--- src/rtl/lc3b_types.sv ---
// Shared types for the LC-3b line buffer: line/tag typedefs, FSM states and
// the address split between line tag and byte offset.
package lc3b_types;

    localparam int LINE_OFFSET_BITS = 4;

    typedef logic [15:0]  lc3b_word;
    typedef logic [127:0] lc3b_line;
    typedef logic [11:0]  lc3b_line_tag;

    typedef enum logic [1:0] {
        IDLE = 2'd0,
        RESP = 2'd1,
        WB   = 2'd2,
        FILL = 2'd3
    } lb_state_t;

    function automatic lc3b_word line_base(input lc3b_line_tag tag);
        return {tag, {LINE_OFFSET_BITS{1'b0}}};
    endfunction

endpackage

--- src/rtl/line_buffer_port_if.sv ---
// CPU-side and pmem-side signal bundle of the line buffer. The buffer is the
// slave of the core's memory port and drives the pmem request lines.
interface line_buffer_port_if;
    import lc3b_types::*;

    logic       mem_read;
    logic       mem_write;
    lc3b_word   mem_address;
    logic [1:0] mem_byte_enable;
    lc3b_word   mem_wdata;
    lc3b_word   mem_rdata;
    logic       mem_resp;

    logic       pmem_read;
    logic       pmem_write;
    lc3b_word   pmem_address;
    lc3b_line   pmem_wdata;
    lc3b_line   pmem_rdata;
    logic       pmem_resp;

    modport slave (
        input  mem_read, mem_write, mem_address, mem_byte_enable, mem_wdata,
        input  pmem_rdata, pmem_resp,
        output mem_rdata, mem_resp,
        output pmem_read, pmem_write, pmem_address, pmem_wdata
    );

    modport master (
        output mem_read, mem_write, mem_address, mem_byte_enable, mem_wdata,
        output pmem_rdata, pmem_resp,
        input  mem_rdata, mem_resp,
        input  pmem_read, pmem_write, pmem_address, pmem_wdata
    );

endinterface

--- src/rtl/line_word_extract.sv ---
// Combinational word select: picks 16-bit word word_sel_i out of a 128-bit line.
module line_word_extract
    import lc3b_types::*;
(
    input  lc3b_line   line_i,
    input  logic [2:0] word_sel_i,
    output lc3b_word   word_o
);

    logic [6:0] bitOff;

    always_comb begin
        bitOff = {word_sel_i, 4'b0000};
        word_o = line_i[bitOff +: 16];
    end

endmodule

--- src/rtl/line_buffer_port.sv ---
// Single-entry write-back 16-byte line buffer between the LC-3b memory port and
// 128-bit pmem. Define LINE_BUF_PERF_EN to add saturating hit/miss counters.
module line_buffer_port
    import lc3b_types::*;
(
    input  logic                clk,
    input  logic                reset,
    line_buffer_port_if.slave   bus
`ifdef LINE_BUF_PERF_EN
    ,
    output logic [15:0]         hit_count,
    output logic [15:0]         miss_count
`endif
);

    lb_state_t    state_q;
    lc3b_line_tag tag_q;
    logic         valid_q;
    logic         dirty_q;
    lc3b_line     data_q;

    lc3b_word     memRdata_q;
    logic         memResp_q;
    logic         pmemRead_q;
    logic         pmemWrite_q;
    lc3b_word     pmemAddress_q;
    lc3b_line     pmemWdata_q;

    lc3b_line_tag reqTag;
    logic         reqActive;
    logic         hit;
    lc3b_word     readWord;
    lc3b_line     mergedLine_d;
    logic [6:0]   bitOff;

    assign reqTag    = bus.mem_address[15:LINE_OFFSET_BITS];
    assign reqActive = bus.mem_read | bus.mem_write;
    assign hit       = valid_q && (tag_q == reqTag);

    line_word_extract uWordExtract (
        .line_i     (data_q),
        .word_sel_i (bus.mem_address[3:1]),
        .word_o     (readWord)
    );

    // Odd addresses only ever touch the high byte of the word, whatever be says.
    always_comb begin
        mergedLine_d = data_q;
        bitOff       = {bus.mem_address[3:1], 4'b0000};
        if (bus.mem_address[0]) begin
            mergedLine_d[bitOff + 7'd8 +: 8] = bus.mem_wdata[15:8];
        end else begin
            if (bus.mem_byte_enable[0]) mergedLine_d[bitOff +: 8] = bus.mem_wdata[7:0];
            if (bus.mem_byte_enable[1]) mergedLine_d[bitOff + 7'd8 +: 8] = bus.mem_wdata[15:8];
        end
    end

    always_ff @(posedge clk or posedge reset) begin
        if (reset) begin
            state_q       <= IDLE;
            tag_q         <= '0;
            valid_q       <= 1'b0;
            dirty_q       <= 1'b0;
            data_q        <= '0;
            memRdata_q    <= '0;
            memResp_q     <= 1'b0;
            pmemRead_q    <= 1'b0;
            pmemWrite_q   <= 1'b0;
            pmemAddress_q <= '0;
            pmemWdata_q   <= '0;
        end else begin
            case (state_q)
                IDLE: begin
                    if (reqActive) begin
                        if (hit) begin
                            if (bus.mem_write) begin
                                data_q  <= mergedLine_d;
                                dirty_q <= 1'b1;
                            end else begin
                                memRdata_q <= readWord;
                            end
                            memResp_q <= 1'b1;
                            state_q   <= RESP;
                        end else if (valid_q && dirty_q) begin
                            pmemWrite_q   <= 1'b1;
                            pmemAddress_q <= line_base(tag_q);
                            pmemWdata_q   <= data_q;
                            state_q       <= WB;
                        end else begin
                            pmemRead_q    <= 1'b1;
                            pmemAddress_q <= line_base(reqTag);
                            state_q       <= FILL;
                        end
                    end
                end
                RESP: begin
                    memResp_q <= 1'b0;
                    state_q   <= IDLE;
                end
                WB: begin
                    if (bus.pmem_resp) begin
                        dirty_q       <= 1'b0;
                        pmemWrite_q   <= 1'b0;
                        pmemRead_q    <= 1'b1;
                        pmemAddress_q <= line_base(reqTag);
                        state_q       <= FILL;
                    end
                end
                FILL: begin
                    if (bus.pmem_resp) begin
                        data_q     <= bus.pmem_rdata;
                        tag_q      <= reqTag;
                        valid_q    <= 1'b1;
                        dirty_q    <= 1'b0;
                        pmemRead_q <= 1'b0;
                        state_q    <= IDLE;
                    end
                end
                default: state_q <= IDLE;
            endcase
        end
    end

    assign bus.mem_rdata    = memRdata_q;
    assign bus.mem_resp     = memResp_q;
    assign bus.pmem_read    = pmemRead_q;
    assign bus.pmem_write   = pmemWrite_q;
    assign bus.pmem_address = pmemAddress_q;
    assign bus.pmem_wdata   = pmemWdata_q;

`ifdef LINE_BUF_PERF_EN
    logic [15:0] hitCount_q;
    logic [15:0] missCount_q;
    logic        startHit;
    logic        startMiss;

    assign startHit  = (state_q == IDLE) && reqActive && hit;
    assign startMiss = (state_q == IDLE) && reqActive && !hit;

    always_ff @(posedge clk or posedge reset) begin
        if (reset) begin
            hitCount_q  <= '0;
            missCount_q <= '0;
        end else begin
            if (startHit && (hitCount_q != 16'hFFFF)) hitCount_q <= hitCount_q + 16'd1;
            if (startMiss && (missCount_q != 16'hFFFF)) missCount_q <= missCount_q + 16'd1;
        end
    end

    assign hit_count  = hitCount_q;
    assign miss_count = missCount_q;
`endif

endmodule

--- src/flat_wrapper.sv ---
// flat-port wrapper written by rule: the top's interface ports become plain ports
module line_buffer_port_flat import lc3b_types::*;
  (clk, reset, bus_mem_read, bus_mem_write, bus_mem_address, bus_mem_byte_enable, bus_mem_wdata, bus_pmem_rdata, bus_pmem_resp, bus_mem_rdata, bus_mem_resp, bus_pmem_read, bus_pmem_write, bus_pmem_address, bus_pmem_wdata);
  line_buffer_port_if bus_i ();
  input  logic clk;
  input  logic reset;
  input wire logic [$bits(bus_i.mem_read)-1:0] bus_mem_read;
  input wire logic [$bits(bus_i.mem_write)-1:0] bus_mem_write;
  input wire logic [$bits(bus_i.mem_address)-1:0] bus_mem_address;
  input wire logic [$bits(bus_i.mem_byte_enable)-1:0] bus_mem_byte_enable;
  input wire logic [$bits(bus_i.mem_wdata)-1:0] bus_mem_wdata;
  input wire logic [$bits(bus_i.pmem_rdata)-1:0] bus_pmem_rdata;
  input wire logic [$bits(bus_i.pmem_resp)-1:0] bus_pmem_resp;
  output wire logic [$bits(bus_i.mem_rdata)-1:0] bus_mem_rdata;
  output wire logic [$bits(bus_i.mem_resp)-1:0] bus_mem_resp;
  output wire logic [$bits(bus_i.pmem_read)-1:0] bus_pmem_read;
  output wire logic [$bits(bus_i.pmem_write)-1:0] bus_pmem_write;
  output wire logic [$bits(bus_i.pmem_address)-1:0] bus_pmem_address;
  output wire logic [$bits(bus_i.pmem_wdata)-1:0] bus_pmem_wdata;
  assign bus_i.mem_read = bus_mem_read;
  assign bus_i.mem_write = bus_mem_write;
  assign bus_i.mem_address = bus_mem_address;
  assign bus_i.mem_byte_enable = bus_mem_byte_enable;
  assign bus_i.mem_wdata = bus_mem_wdata;
  assign bus_i.pmem_rdata = bus_pmem_rdata;
  assign bus_i.pmem_resp = bus_pmem_resp;
  assign bus_mem_rdata = bus_i.mem_rdata;
  assign bus_mem_resp = bus_i.mem_resp;
  assign bus_pmem_read = bus_i.pmem_read;
  assign bus_pmem_write = bus_i.pmem_write;
  assign bus_pmem_address = bus_i.pmem_address;
  assign bus_pmem_wdata = bus_i.pmem_wdata;
  line_buffer_port u_core (.clk(clk), .reset(reset), .bus(bus_i));
endmodule
--- config.mk ---
export PLATFORM = sky130hd
export DESIGN_NAME = line_buffer_port_flat
export DESIGN_NICKNAME = d
export VERILOG_FILES = /design/src/rtl/lc3b_types.sv /design/src/rtl/line_buffer_port_if.sv /design/src/rtl/line_word_extract.sv /design/src/rtl/line_buffer_port.sv /design/src/flat_wrapper.sv
export SDC_FILE = /design/constraint.sdc
export NUM_CORES = 1
export LEC_CHECK = 0
export CORE_AREA = 2 2 206 208
export CTS_CLUSTER_SIZE = 25
export DETAILED_ROUTE_END_ITERATION = 10
export DIE_AREA = 0 0 208 210
export GPL_ROUTABILITY_DRIVEN = 1
export GPL_TIMING_DRIVEN = 0
export MAX_ROUTING_LAYER = met4
export PLACE_DENSITY_LB_ADDON = 0.15
export SETUP_SLACK_MARGIN = 0.02
export SYNTH_ARGS = -nofsm -noshare
export SYNTH_HDL_FRONTEND = slang
export SYNTH_SLANG_ARGS = --single-unit
--- constraint.sdc ---
create_clock -name clk -period 10.62 [get_ports clk]
set_clock_uncertainty 0.15 [all_clocks]
set_input_delay 2.655 -clock clk [delete_from_list [all_inputs] [get_ports clk]]
set_output_delay 2.655 -clock clk [all_outputs]
set_load 0.01 [all_outputs]
==> Flow_metrics.wiki <==
{| class="wikitable"
! Metric !! Value
|-
| Outcome || complete, no violations
|-
| Initial cell density of the core || 0.346
|-
| Areal power density over the cells || 206 nW/um2
|-
| Number of storage elements in the synthesis netlist || 303
|-
| Final period util || 0.606
|-
| Number of enable flip-flop cells after synthesis || 0
|-
| Number of nets with antenna violations after routing || 0
|-
| Worst-path cell chain || clkdlybuf4s50_1, buf_2, clkbuf_1, inv_1, ha_1, ha_1, clkbuf_1, nand3_1, o41ai_4, mux2_2
|-
| TritonCTS clock tree || done
|-
| Worst-case headroom to the max-slew limit || 0.172
|-
| Area of the die || 43700 um2
|-
| Placer's final routability congestion estimate || 0.874
|-
| Fin. Hold Viols || 0
|-
| Final count of negative-setup-slack endpoints || 0
|-
| Number of optimization iterations in the first detailed-route pass || 5
|-
| Vias in the first global route || 12.4k
|-
| Max H-tree Level || 2
|-
| Most common cell in the netlist || sky130_fd_sc_hd__dfrtp_1
|-
| Post-synth ARST share || 1.00
|-
| Total Wirelength || 54.4 mm
|-
| Cells taking the most area after synthesis || sky130_fd_sc_hd__dfrtp_1 53%, sky130_fd_sc_hd__mux2_2 16%, sky130_fd_sc_hd__mux4_2 5.0%
|-
| Maximum number of pins on one net before global-route repair || 41
|-
| Number of antenna violations at the first check in global routing || 8
|-
| Maximum cell stage delay along the critical path || 0.78 ns
|-
| # rows || 75
|-
| Layout Utilization || 0.470
|-
| CP endpoint kind || register
|-
| Average detailed-routed wire length per instance || 25.7 um
|-
| Depth of the most critical reg-to-reg path || 8
|-
| Type of the tightest min-delay check || reg2reg
|-
| Total power || 4.01 mW
|-
| Most frequent cells after synthesis || 303 x sky130_fd_sc_hd__dfrtp_1, 200 x sky130_fd_sc_hd__mux2_2, 168 x sky130_fd_sc_hd__nand2_1, 65 x sky130_fd_sc_hd__a22oi_1, 64 x sky130_fd_sc_hd__o22ai_1
|-
| Final #Nets || 1722
|-
| Post-CTS setup buffer count || 0
|-
| Fraction of layout cells with a size suffix above 1 || 0.217
|-
| Leakage power summed over all cells || 8.46 nW
|-
| Critical path type || in2reg
|-
| Clock latency on the worst-skew pair || 0.54 ns
|-
| Max-slew violation count || 0
|-
| Upper clock frequency limit || 155 MHz
|-
| MaxCap Viol Count || 0
|-
| Overflow left after global routing || 0
|-
| Worst slew pin tran || 1.23 ns
|-
| Netlist Area Pre-Place || 14400 um2
|-
| Violation count after the first detailed-route iteration || 808
|-
| Clock buffer count from CTS || 36
|-
| Number of top-level design ports || 330
|-
| Slowest stage cell, crit path || sky130_fd_sc_hd__o41ai_4
|-
| Post-CTS Hold Buffers || 0
|-
| Via count || 11.7k
|-
| Total routing usage reported by global routing || 0.256
|-
| Worst path arrival time || 6.70 ns
|-
| Chip width || 208 um
|-
| Primary FF master, synth || sky130_fd_sc_hd__dfrtp_1
|-
| Synthesis warning total || 0
|-
| Number of port buffers || 309
|-
| Wire length of the first global-routing pass || 81.0 mm
|-
| Synthesis-to-finish area growth || 35.9%
|-
| Worst-case vdd ir drop || 110 uV
|-
| Post-DR vias/cell || 5.51
|-
| Placeable Area || 41500 um2
|-
| Setup repair after global routing missed its margin || false
|-
| Synthesized instance count || 1189
|-
| Root Buffer Master || sky130_fd_sc_hd__clkbuf_16
|-
| Clock-pin slew reported for the worst setup and hold paths after clock tree synthesis || 0.06 ns
|-
| Half-perimeter wire length after placement || 41.0 mm
|-
| Resize count post-CTS || 0
|-
| Post-layout min period || 6.43 ns
|-
| Hold path cells || 1
|-
| Die outline height || 210 um
|-
| Area share of the leading cell type in the synthesized netlist || 0.528
|-
| Sequential area share after synthesis || 0.528
|-
| Mean area per synthesized cell || 12.1 um2
|-
| Count of distinct cell types in the synthesized netlist || 46
|-
| Post-route worst hold slack || 0.352 ns
|-
| Total Neg Setup Slack || 0 ns
|-
| Required time of the critical path || 10.89 ns
|-
| Max Buffers Root-to-Sink || 3
|-
| Number of sinks on the clock net || 303
|-
| Residual DRC count || 0
|-
| Critical-path maximum fanout || 10
|-
| Cell accounting for the most synthesized area || sky130_fd_sc_hd__dfrtp_1
|-
| Type of origin of the critical path || primary input
|}
placed cells by master, fill, tap and decap left out, types with 37 or more instances in the layout:
cell type and count:
sky130_fd_sc_hd__dfrtp_1 303, sky130_fd_sc_hd__clkbuf_16 37, sky130_fd_sc_hd__clkbuf_1 53, sky130_fd_sc_hd__nand2_1 168, sky130_fd_sc_hd__a22oi_1 65, sky130_fd_sc_hd__o22ai_1 64, sky130_fd_sc_hd__a21oi_1 44, sky130_fd_sc_hd__clkdlybuf4s50_1 309
sky130_fd_sc_hd__mux2_2 200
state kept, by name, summed over array words and instances (netlist names):
signal                   count
u_core.bus.mem_rdata        16
u_core.bus.pmem_read         1
u_core.data_q              128
u_core.bus.pmem_write        1
u_core.state_q               2
u_core.bus.mem_resp          1
u_core.dirty_q               1
u_core.valid_q               1
u_core.bus.pmem_wdata      128
u_core.bus.pmem_address     12
u_core.tag_q                12
cell families after synthesis:
family          count (synthesis)  synth area share
simple gates                  231            0.0677
fa+ha+maj                       7           0.00610
flops                         303             0.528
mux                           232             0.207
xor+xnor                       12           0.00732
other cells                     1          0.000261
compound gates                292             0.151
buf+inv                       111            0.0326
power by group:
group          switching, mW  internal [mW]  leakage (nW)
logic                  0.643          0.515          3.89
registers              0.220           1.38          4.00
clock network          0.501          0.747         0.573
total                   1.36           2.64          8.46
worst max-delay path: cells and delay by family:
| kind | cells | cell delay (ns) |
|---|---|---|
| AND/OR/NAND/NOR | 1 | 0.23 |
| adder cells (fa/ha/maj) | 2 | 0.61 |
| AO/OA/AOI/OAI | 1 | 0.78 |
| multiplexers | 1 | 0.41 |
| buffers and inverters | 5 | 2.00 |
final cells by class:
type | instances | area (um2)
Fill cell | 3851 | 22000
Sequential cell | 303 | 7580
Multi-Input combinational cell | 778 | 6330
Timing Repair Buffer | 318 | 3260
Clock buffer | 53 | 1080
Tap cell | 539 | 674
Buffer | 105 | 445
Clock inverter | 7 | 91.3
Inverter | 6 | 26.3
Antenna cell | 8 | 20.0
routing by layer:
| metal | vias to the layer above | global-route usage | routed length [um] |
|---|---|---|---|
| met5 | - | - | 0 |
| met3 | 117 | 0.0580 | 3690 |
| met4 | 0 | 0.103 | 1980 |
| met2 | 446 | 0.372 | 23900 |
| met1 | 5924 | 0.349 | 24800 |
| li1 | 5174 | - | - |
metrics by stage:
stage | std cells | area, um2 | setup WS [ns]
after floorplan | 1192 | 14400 | 3.79
after global placement | 2040 | 18100 | 1.33
after detailed placement | 2049 | 18300 | 3.71
after CTS | 2109 | 19500 | 4.28
after global routing | 2117 | 19500 | 3.99
final | 2117 | 19500 | 4.19
final timing paths:
check | from | to | slack (ns)
max in group asynchronous | reset | u_core.bus.pmem_wdata[44] | 6.59
setup reg to reg | u_core.state_q[1] | u_core.data_q[73] | 7.07
setup / recovery | bus_mem_address[2] | u_core.data_q[69] | 4.19
hold reg to reg | u_core.bus.pmem_wdata[122] | u_core.bus.pmem_wdata[122] | 0.35
hold / removal | u_core.bus.pmem_wdata[122] | u_core.bus.pmem_wdata[122] | 0.35
min in group asynchronous | reset | u_core.bus.pmem_wdata[68] | 2.50
Power figures use the tool's default switching activity.
